[src/rtl/instruction_fetch_controller.sv]
`default_nettype none
// ============================================================================
// Module   : instruction_fetch_controller
// Purpose  : Front-end fetch sequencer. Owns the PC, reads one word per cycle
//            from a combinational-read instruction memory and buffers the
//            fetched words in a 2-entry queue toward decode. Handles branch
//            redirects, halt, end-of-program and misaligned redirect targets.
// Ports    : clock/reset        - clock, async active-low reset
//            imemAddress        - byte address to instruction memory (= PC)
//            imemInstruction    - combinational read data for imemAddress
//            fetchValid/Ready   - valid/ready handshake of the queue head
//            fetchInstruction   - instruction word at the queue head
//            fetchPC            - byte address of the queue head
//            branchTaken/Target - one-cycle redirect request and target
//            halt               - level; freezes fetching while high
//            done               - program exhausted and queue drained
//            misaligned         - sticky error: unaligned redirect target
// Revision : 1.0 - initial release
// ============================================================================
module instruction_fetch_controller #(
  parameter int ADDR_WIDTH  = 32,
  parameter int MEM_WORDS   = 6,
  parameter int RESET_PC    = 0,
  parameter int QUEUE_DEPTH = 2
) (
  input  logic                  clock,
  input  logic                  reset,
  output logic [ADDR_WIDTH-1:0] imemAddress,
  input  logic [31:0]           imemInstruction,
  output logic                  fetchValid,
  input  logic                  fetchReady,
  output logic [31:0]           fetchInstruction,
  output logic [ADDR_WIDTH-1:0] fetchPC,
  input  logic                  branchTaken,
  input  logic [ADDR_WIDTH-1:0] branchTarget,
  input  logic                  halt,
  output logic                  done,
  output logic                  misaligned
);

  localparam logic [ADDR_WIDTH-1:0] END_ADDR  = ADDR_WIDTH'(MEM_WORDS * 4);
  localparam logic [ADDR_WIDTH-1:0] START_PC  = ADDR_WIDTH'(RESET_PC);
  localparam logic [ADDR_WIDTH-1:0] WORD_STEP = ADDR_WIDTH'(4);

  // The queue is a shift structure hard-wired for two entries.
  generate
    if (QUEUE_DEPTH != 2) begin : g_bad_depth
      $error("instruction_fetch_controller: QUEUE_DEPTH must be 2");
    end
  endgenerate

  typedef enum logic [1:0] {
    S_FETCH = 2'd0,
    S_END   = 2'd1,
    S_ERROR = 2'd2
  } state_t;

  state_t                  state_q, state_d;
  logic [ADDR_WIDTH-1:0]   pc_q, pc_d;
  logic [1:0]              count_q, count_d;
  // Entry 0 is always the head; entry 1 shifts down on a pop.
  logic [ADDR_WIDTH-1:0]   qpc0_q, qpc0_d, qpc1_q, qpc1_d;
  logic [31:0]             qins0_q, qins0_d, qins1_q, qins1_d;
  logic                    done_q, done_d;
  logic                    mis_q, mis_d;

  logic                    pop;
  logic                    redirect;
  logic                    push;
  logic [1:0]              count_after_pop;
  logic [ADDR_WIDTH-1:0]   pc_next_seq;

  always_comb begin
    state_d         = state_q;
    pc_d            = pc_q;
    count_d         = count_q;
    qpc0_d          = qpc0_q;
    qpc1_d          = qpc1_q;
    qins0_d         = qins0_q;
    qins1_d         = qins1_q;
    mis_d           = mis_q;
    count_after_pop = count_q;
    pc_next_seq     = pc_q + WORD_STEP;

    pop      = (count_q != 2'd0) && fetchReady;
    redirect = branchTaken && (state_q != S_ERROR);
    push     = (state_q == S_FETCH) && !halt && !redirect &&
               ((count_q != 2'd2) || pop);

    if (redirect) begin
      // A completing pop needs no action here: every entry is dropped anyway.
      count_d = 2'd0;
      if (branchTarget[1:0] == 2'b00) begin
        pc_d    = branchTarget;
        state_d = (branchTarget < END_ADDR) ? S_FETCH : S_END;
      end else begin
        mis_d   = 1'b1;
        state_d = S_ERROR;
      end
    end else begin
      if (pop) begin
        qpc0_d          = qpc1_q;
        qins0_d         = qins1_q;
        count_after_pop = count_q - 2'd1;
      end
      count_d = count_after_pop;
      if (push) begin
        // Tail slot is whatever index follows the surviving entries.
        if (count_after_pop == 2'd0) begin
          qpc0_d  = pc_q;
          qins0_d = imemInstruction;
        end else begin
          qpc1_d  = pc_q;
          qins1_d = imemInstruction;
        end
        count_d = count_after_pop + 2'd1;
        pc_d    = pc_next_seq;
        if (pc_next_seq == END_ADDR) begin
          state_d = S_END;
        end
      end
    end

    if (state_q == S_ERROR) begin
      count_d = 2'd0;
    end

    // Registered from next-state so done rises the cycle after the last pop.
    done_d = (state_d == S_END) && (count_d == 2'd0);
  end

  always_ff @(posedge clock or negedge reset) begin
    if (!reset) begin
      state_q <= S_FETCH;
      pc_q    <= START_PC;
      count_q <= 2'd0;
      qpc0_q  <= '0;
      qpc1_q  <= '0;
      qins0_q <= '0;
      qins1_q <= '0;
      done_q  <= 1'b0;
      mis_q   <= 1'b0;
    end else begin
      state_q <= state_d;
      pc_q    <= pc_d;
      count_q <= count_d;
      qpc0_q  <= qpc0_d;
      qpc1_q  <= qpc1_d;
      qins0_q <= qins0_d;
      qins1_q <= qins1_d;
      done_q  <= done_d;
      mis_q   <= mis_d;
    end
  end

  assign imemAddress      = pc_q;
  assign fetchValid       = (count_q != 2'd0);
  // Head outputs read as zero whenever the queue is empty.
  assign fetchInstruction = fetchValid ? qins0_q : 32'h0;
  assign fetchPC          = fetchValid ? qpc0_q : '0;
  assign done             = done_q;
  assign misaligned       = mis_q;

endmodule
`default_nettype wire
[config.mk]
export PLATFORM = sky130hd
export DESIGN_NAME = instruction_fetch_controller
export DESIGN_NICKNAME = d
export VERILOG_FILES = /design/src/rtl/instruction_fetch_controller.sv
export SDC_FILE = /design/constraint.sdc
export NUM_CORES = 1
export LEC_CHECK = 0
export ABC_AREA = 1
export CORE_ASPECT_RATIO = 0.7
export CORE_MARGIN = 2
export CORE_UTILIZATION = 48
export DETAILED_ROUTE_END_ITERATION = 7
export GPL_TIMING_DRIVEN = 0
export PLACE_DENSITY = 0.81
export SYNTH_ARGS = -nofsm -noshare
export SYNTH_HDL_FRONTEND = slang
export SYNTH_SLANG_ARGS = --single-unit
[constraint.sdc]
create_clock -name clock -period 2.2 [get_ports clock]
set_input_delay 0.22 -clock clock [delete_from_list [all_inputs] [get_ports clock]]
set_output_delay 0.22 -clock clock [all_outputs]
set_load 0.02 [all_outputs]
# After elaboration in Yosys (flattened, before gate mapping)
# Index checks and enable logic that the tools add are counted.
# classes
addsub,3
n_eq_ne,6
reduce_logical,18
magnitude_cmp,1
bitwise,3
mux,21
# ops
cell,n
32-bit two-way mux,11
"32-bit by 3-bit adder with 32-bit output, second input constant",1
"32-bit by 5-bit == test with 1-bit output, second input constant",1
"32-bit by 5-bit < comparator with 1-bit output, second input constant",1
2-bit two-way mux,9
2-bit logical NOT,4
1-bit logical AND,6
"2-bit != test, second input constant",2
2-bit AND reduction,2
2-bit nonzero test,2
1-bit inverter,3
3-bit AND reduction,1
"2-bit by 1-bit adder with 2-bit output, second input constant",1
"2-bit by 1-bit == test with 1-bit output, second input constant",1
"2-bit == test, second input constant",1
1-bit logical NOT,2
"2-bit by 1-bit != test with 1-bit output, second input constant",1
"2-bit by 1-bit subtractor with 2-bit output, second input constant",1
1-bit logical OR,1
1-bit two-way mux,1
# totals
regBits,166
input_bits,69

# Logic depth before layout (Yosys ltp)
# logic_depth
depth_word,10
mapped_depth,15

# Worst setup path after synthesis
# No wires, ideal clock.
# synth_timing
kind,register to register
start,register count_q[0]
end,register qpc1_q[12]
synth_period_minus_slack_ns,2.183
path_stages_with_launch,14
path_slack_ns,0.017
t_required_ns,2.068
arrival_time_ns,2.051
cell_sequence,dfrtp_1 -> inv_1 -> ha_1 -> inv_2 -> nand2_2 -> o21ai_0 -> inv_1 -> ha_1 -> or2_2 -> clkbuf_1 -> buf_2 -> buf_2 -> nand2_1 -> o21ai_0
# synth_between
elab_chain_cells,7
elab_cells_between_ends,11
classes_between,1 x add/sub; 1 x eq/ne; 2 x mux; 1 x bitwise; 6 x reduce/logical
# synth_lines
element,line_no,source
from (decl),60,"logic [1:0] count_q, count_d;"
from (signal assigned),146,count_q <= count_d;
2-bit nonzero test *,n/a,
net fetchValid,30,"output logic fetchValid,"
1-bit logical AND *,85,pop = (count_q != 2'd0) && fetchReady;
2-bit two-way mux,101,if (pop) begin
2-bit two-way mux,90,if (redirect) begin
2-bit logical NOT,109,if (count_after_pop == 2'd0) begin
1-bit inverter (no line),n/a,
3-bit AND reduction (no line) *,n/a,
to (signal assigned),148,qpc1_q <= qpc1_d;
to (decl),62,"logic [ADDR_WIDTH-1:0] qpc0_q, qpc0_d, qpc1_q, qpc1_d;"
# The timed path passes the listed nets; every way through them passes the cells marked *. The select of a mux whose other input is x is not followed.
# A chain may end at the register's enable or synchronous reset.

# Worst setup path in the final report
# layout_timing
start,"register pc_q[2], in the netlist imemAddress[2]"
end,"register done_q, in the netlist done"
# layout_between
elab_chain_cells,7
# layout_lines
element,line_no,source
from (decl),59,"logic [ADDR_WIDTH-1:0] pc_q, pc_d;"
from (signal assigned),145,pc_q <= pc_d;
32-bit by 3-bit adder with 32-bit output,83,pc_next_seq = pc_q + WORD_STEP;
32-bit by 5-bit == test with 1-bit output,118,if (pc_next_seq == END_ADDR) begin
2-bit two-way mux,118,
2-bit two-way mux,107,if (push) begin
2-bit two-way mux,90,
2-bit by 1-bit == test with 1-bit output,129,done_d = (state_d == S_END) && (count_d == 2'd0);
1-bit logical AND,129,
net done_d,64,"logic done_q, done_d;"
to (signal assigned),151,done_q <= done_d;
to (decl),64,
# The timed path passes the listed nets, and every way through them passes these cells.

==> impl_results.md <==
- Starting density of the core: 49.0%
- I/O pins: 168
- EDFF count, synth: 0
- Asr flop ratio synth: 100%
- Data required time at the worst endpoint: 2.57 ns
- Total area of multi-input combinational cells: 3990 um2
- Synthesized-area fraction occupied by and/or/nand/nor cells: 21.1%
- Die Outline Area: 19500 um2
- Wire length of the first global-routing pass: 44400 um
- Count of antenna-violating nets left after detailed routing: 0
- Final setup violation count: 0
- Max-Slew Margin vs Limit: 38.3%
- Largest family of logic cells by synthesized area: simple AND/OR/NAND/NOR gates
- Timing-limited maximum frequency: 462 MHz
- Worst-skew pair later-pin latency: 0.44 ns
- Post-route DRC violation count: 0
- Routed wirelength normalized by instance count: 18.3 um
- Count of final hold-check violations: 0
- Number of distinct library cells after synthesis: 39
- Worst Setup Slack post-DPL: -0.481 ns
- Arrival time of data at the critical path endpoint: 2.54 ns
- Synthesized cell area: 8820 um2
- Clock input transition at the sequential cells of the worst setup and hold paths: 0.07 ns
- Filler instances: 1493
- Max-slew violation count: 0
- Share of the synthesized netlist area taken by xor and xnor gates: 0.397%
- Number of violations of the max-capacitance limit: 0
- Maximum fanout along the worst path: 4
- Sequential-to-total area share from yosys stat: 47.1%
- Seq. cell area: 4170 um2
- Cells after Synth: 1116
- Critical Path Start Type: flop
- Fraction of layout cells with a size suffix above 1: 16.0%
- First DRT Iteration DRCs: 1102
- Global-route usage over all layers: 28.9%
- Final period util: 98.4%
- Tot Pwr: 16.5 mW
- Ratio of total power to cell area: 1400 nW/um2
- Type of the worst setup path: flop to flop
- Element type at the critical path end: flop
- Result of the run: finished, final reports clean
- Clock buffers created by TritonCTS: 17
- Area inside the core boundary: 18000 um2
- Unrepaired setup endpoints after global routing: true
- Count of input and output buffers: 167
- Post-Synth Adder-Cell Area: 0.709%
- Via density per instance: 5.71
- GPL Wtd Cong: 0.952
- Initial antenna violation count: 0
- Clock Tree Root: clkbuf_16
- Die X: 166 um
- Area Growth Syn to Fin: 34.1%
- Clock sink count: 166
- Register bit count reported by yosys: 166
- Die H: 117 um
- Layout Nets: 1392
- Buffer depth of the longest clock path: 2
- Post-layout worst setup margin: 0.0349 ns
- Pin count of the biggest net entering global routing: 96
- Post-detail-place hpwl: 20500 um
- Complex-gate fraction of the synthesized area: 17.2%
- Transition time of the tightest slew-check pin: 0.913 ns
- Via count of the first global-routing pass: 8291
- Minimum hold slack: 0.322 ns
- Static leakage: 5.46 nW
- Hold Path Class: input pin to asynchronous set/reset pin
- Dominant synthesized flop cell: dfrtp_1
- Syn nets: 1190
- Inserted Diodes: 0
- Peak VDD IR: 0.834 mV
- Tmin final: 2.17 ns
- Portion of netlist area occupied by mux cells: 4.21%
- Syn. warnings: 0
- Detailed-route wire length: 28700 um
- Mean area per synthesized cell: 7.91 um2
- Std cell rows: 41
- CTS tree: built
- Setup skew after layout: 0.00887 ns
- Via count: 8947
- Congestion Overflow GR: 0
- Detailed-router iteration count before antenna repair: 6
- Maximum level of the CTS H-tree: 4
layout by cell type, fill, tap and decap left out, types with 15 or more instances in the layout:
cell type / netlist / layout
a21oi_1: 67 / 67
a31oi_1: 64 / 63
buf_4: 1 / 26
clkbuf_1: 58 / 22
clkbuf_16: 0 / 17
clkbuf_4: 1 / 17
clkdlybuf4s15_1: 0 / 19
clkdlybuf4s15_2: 0 / 20
clkdlybuf4s50_1: 0 / 102
dfrtp_1: 166 / 155
dlygate4sd2_1: 0 / 24
inv_1: 135 / 133
mux2_2: 33 / 33
nand2_1: 188 / 183
nand3_1: 93 / 93
nor2_1: 110 / 102
o21ai_0: 88 / 73
o21ai_1: 13 / 28
o221ai_1: 15 / 15
registers in the layout, summed over array words and instances (netlist names):
register / flops
imemAddress: 32
qins0_q: 32
qins1_q: 32
qpc0_q: 32
qpc1_q: 32
count_q: 2
state_q: 2
done: 1
misaligned: 1
final cells by class:
| cell class | count | area share [%] |
|---|---|---|
| plain buffers | 73 | 3.77 |
| clock inverters | 15 | 1.36 |
| clock buffers | 17 | 3.60 |
| repair buffers | 184 | 15.4 |
| flip-flops and latches | 166 | 35.2 |
| inverters | 140 | 4.46 |
| multi-input cells | 736 | 33.7 |
| well taps | 236 | 2.50 |
metal layers:
| layer | track usage [%] | wire [um] | vias to the layer above |
|---|---|---|---|
| li1 | - | - | 4150 |
| met1 | 41.5 | 12600 | 4233 |
| met2 | 42.2 | 12500 | 504 |
| met3 | 8.61 | 2990 | 60 |
| met4 | 9.13 | 659 | 0 |
| met5 | 0 | 0 | - |
stage by stage:
step                instances  cell area (um2)  TNS [ns]  util, %
finish                   1567            11800         0     65.7
global placement         1519            10800  -1026.45     59.9
detailed placement       1520            10800    -63.57     60.1
global route             1567            11800    -0.184     65.7
CTS                      1555            11600         0     64.3
floorplan                1116             8820         0        -
worst paths after layout:
kind	from	to	slack, ns	cells past startpoint
max	imemAddress[2]	done	0.03	15
min	reset	qins0_q[29]	0.32	2
max reg2reg	imemAddress[2]	done	0.03	15
min reg2reg	qpc1_q[0]	qpc1_q[0]	0.49	2
max in group asynchronous	reset	imemAddress[16]	1.00	3
min in group clock	branchTarget[4]	imemAddress[4]	0.39	3
synth_stat cells (3+ instances only):
| master | number | area (um2) |
|---|---|---|
| a21oi_1 | 67 | 335 |
| inv_2 | 5 | 18.8 |
| dfrtp_1 | 166 | 4150 |
| nand4_1 | 6 | 37.5 |
| o221ai_1 | 15 | 131 |
| nand3_1 | 93 | 465 |
| nor2_1 | 110 | 413 |
| o211ai_1 | 11 | 82.6 |
| xor2_1 | 3 | 26.3 |
| clkbuf_1 | 58 | 218 |
| buf_2 | 11 | 55.1 |
| nor2_4 | 5 | 56.3 |
| nand2_2 | 11 | 68.8 |
| o21ai_1 | 13 | 65.1 |
| nand2_1 | 188 | 706 |
| ha_1 | 5 | 62.6 |
| inv_1 | 135 | 507 |
| mux2_2 | 33 | 372 |
| nor2_2 | 6 | 37.5 |
| o21ai_0 | 88 | 440 |
| buf_1 | 3 | 11.3 |
| nor4_1 | 4 | 25.0 |
| a31oi_1 | 64 | 400 |
logic make-up after synthesis:
logic type      Yosys count
compound gates          265
xor+xnor                  4
buf+inv                 214
flops                   166
mux                      33
simple gates            429
fa+ha+maj                 5
worst max-delay path, stage by stage, from the launching register on:
cell and delay (ns):
dfrtp_2 0.41, ha_4 0.15, nand2_1 0.10, nor2_4 0.27, nand2_4 0.11, inv_1 0.15, nand3_1 0.09, nand2_1 0.06
nand2_1 0.10, nor2_1 0.10, nand2_1 0.06, nor2_1 0.09, nand3_1 0.11, nand2_1 0.09, nand2_2 0.06, a21oi_2 0.12
what timing repair did:
item | in CTS | in global routing
gates resized for setup | 198 | 85
hold endpoints to repair | 71 | 0
endpoints found under the setup margin | 214 | 202
hold buffers | 1 | 0
setup buffers | 3 | 12
pin swaps | 1 | 12
report_power, final:
| group | internal, mW | switching [mW] |
|---|---|---|
| Sequential | 4.47 | 1.17 |
| Combinational | 3.10 | 4.81 |
| Clock | 1.52 | 1.47 |
| Total | 9.09 | 7.45 |
Power figures use the tool's default switching activity.
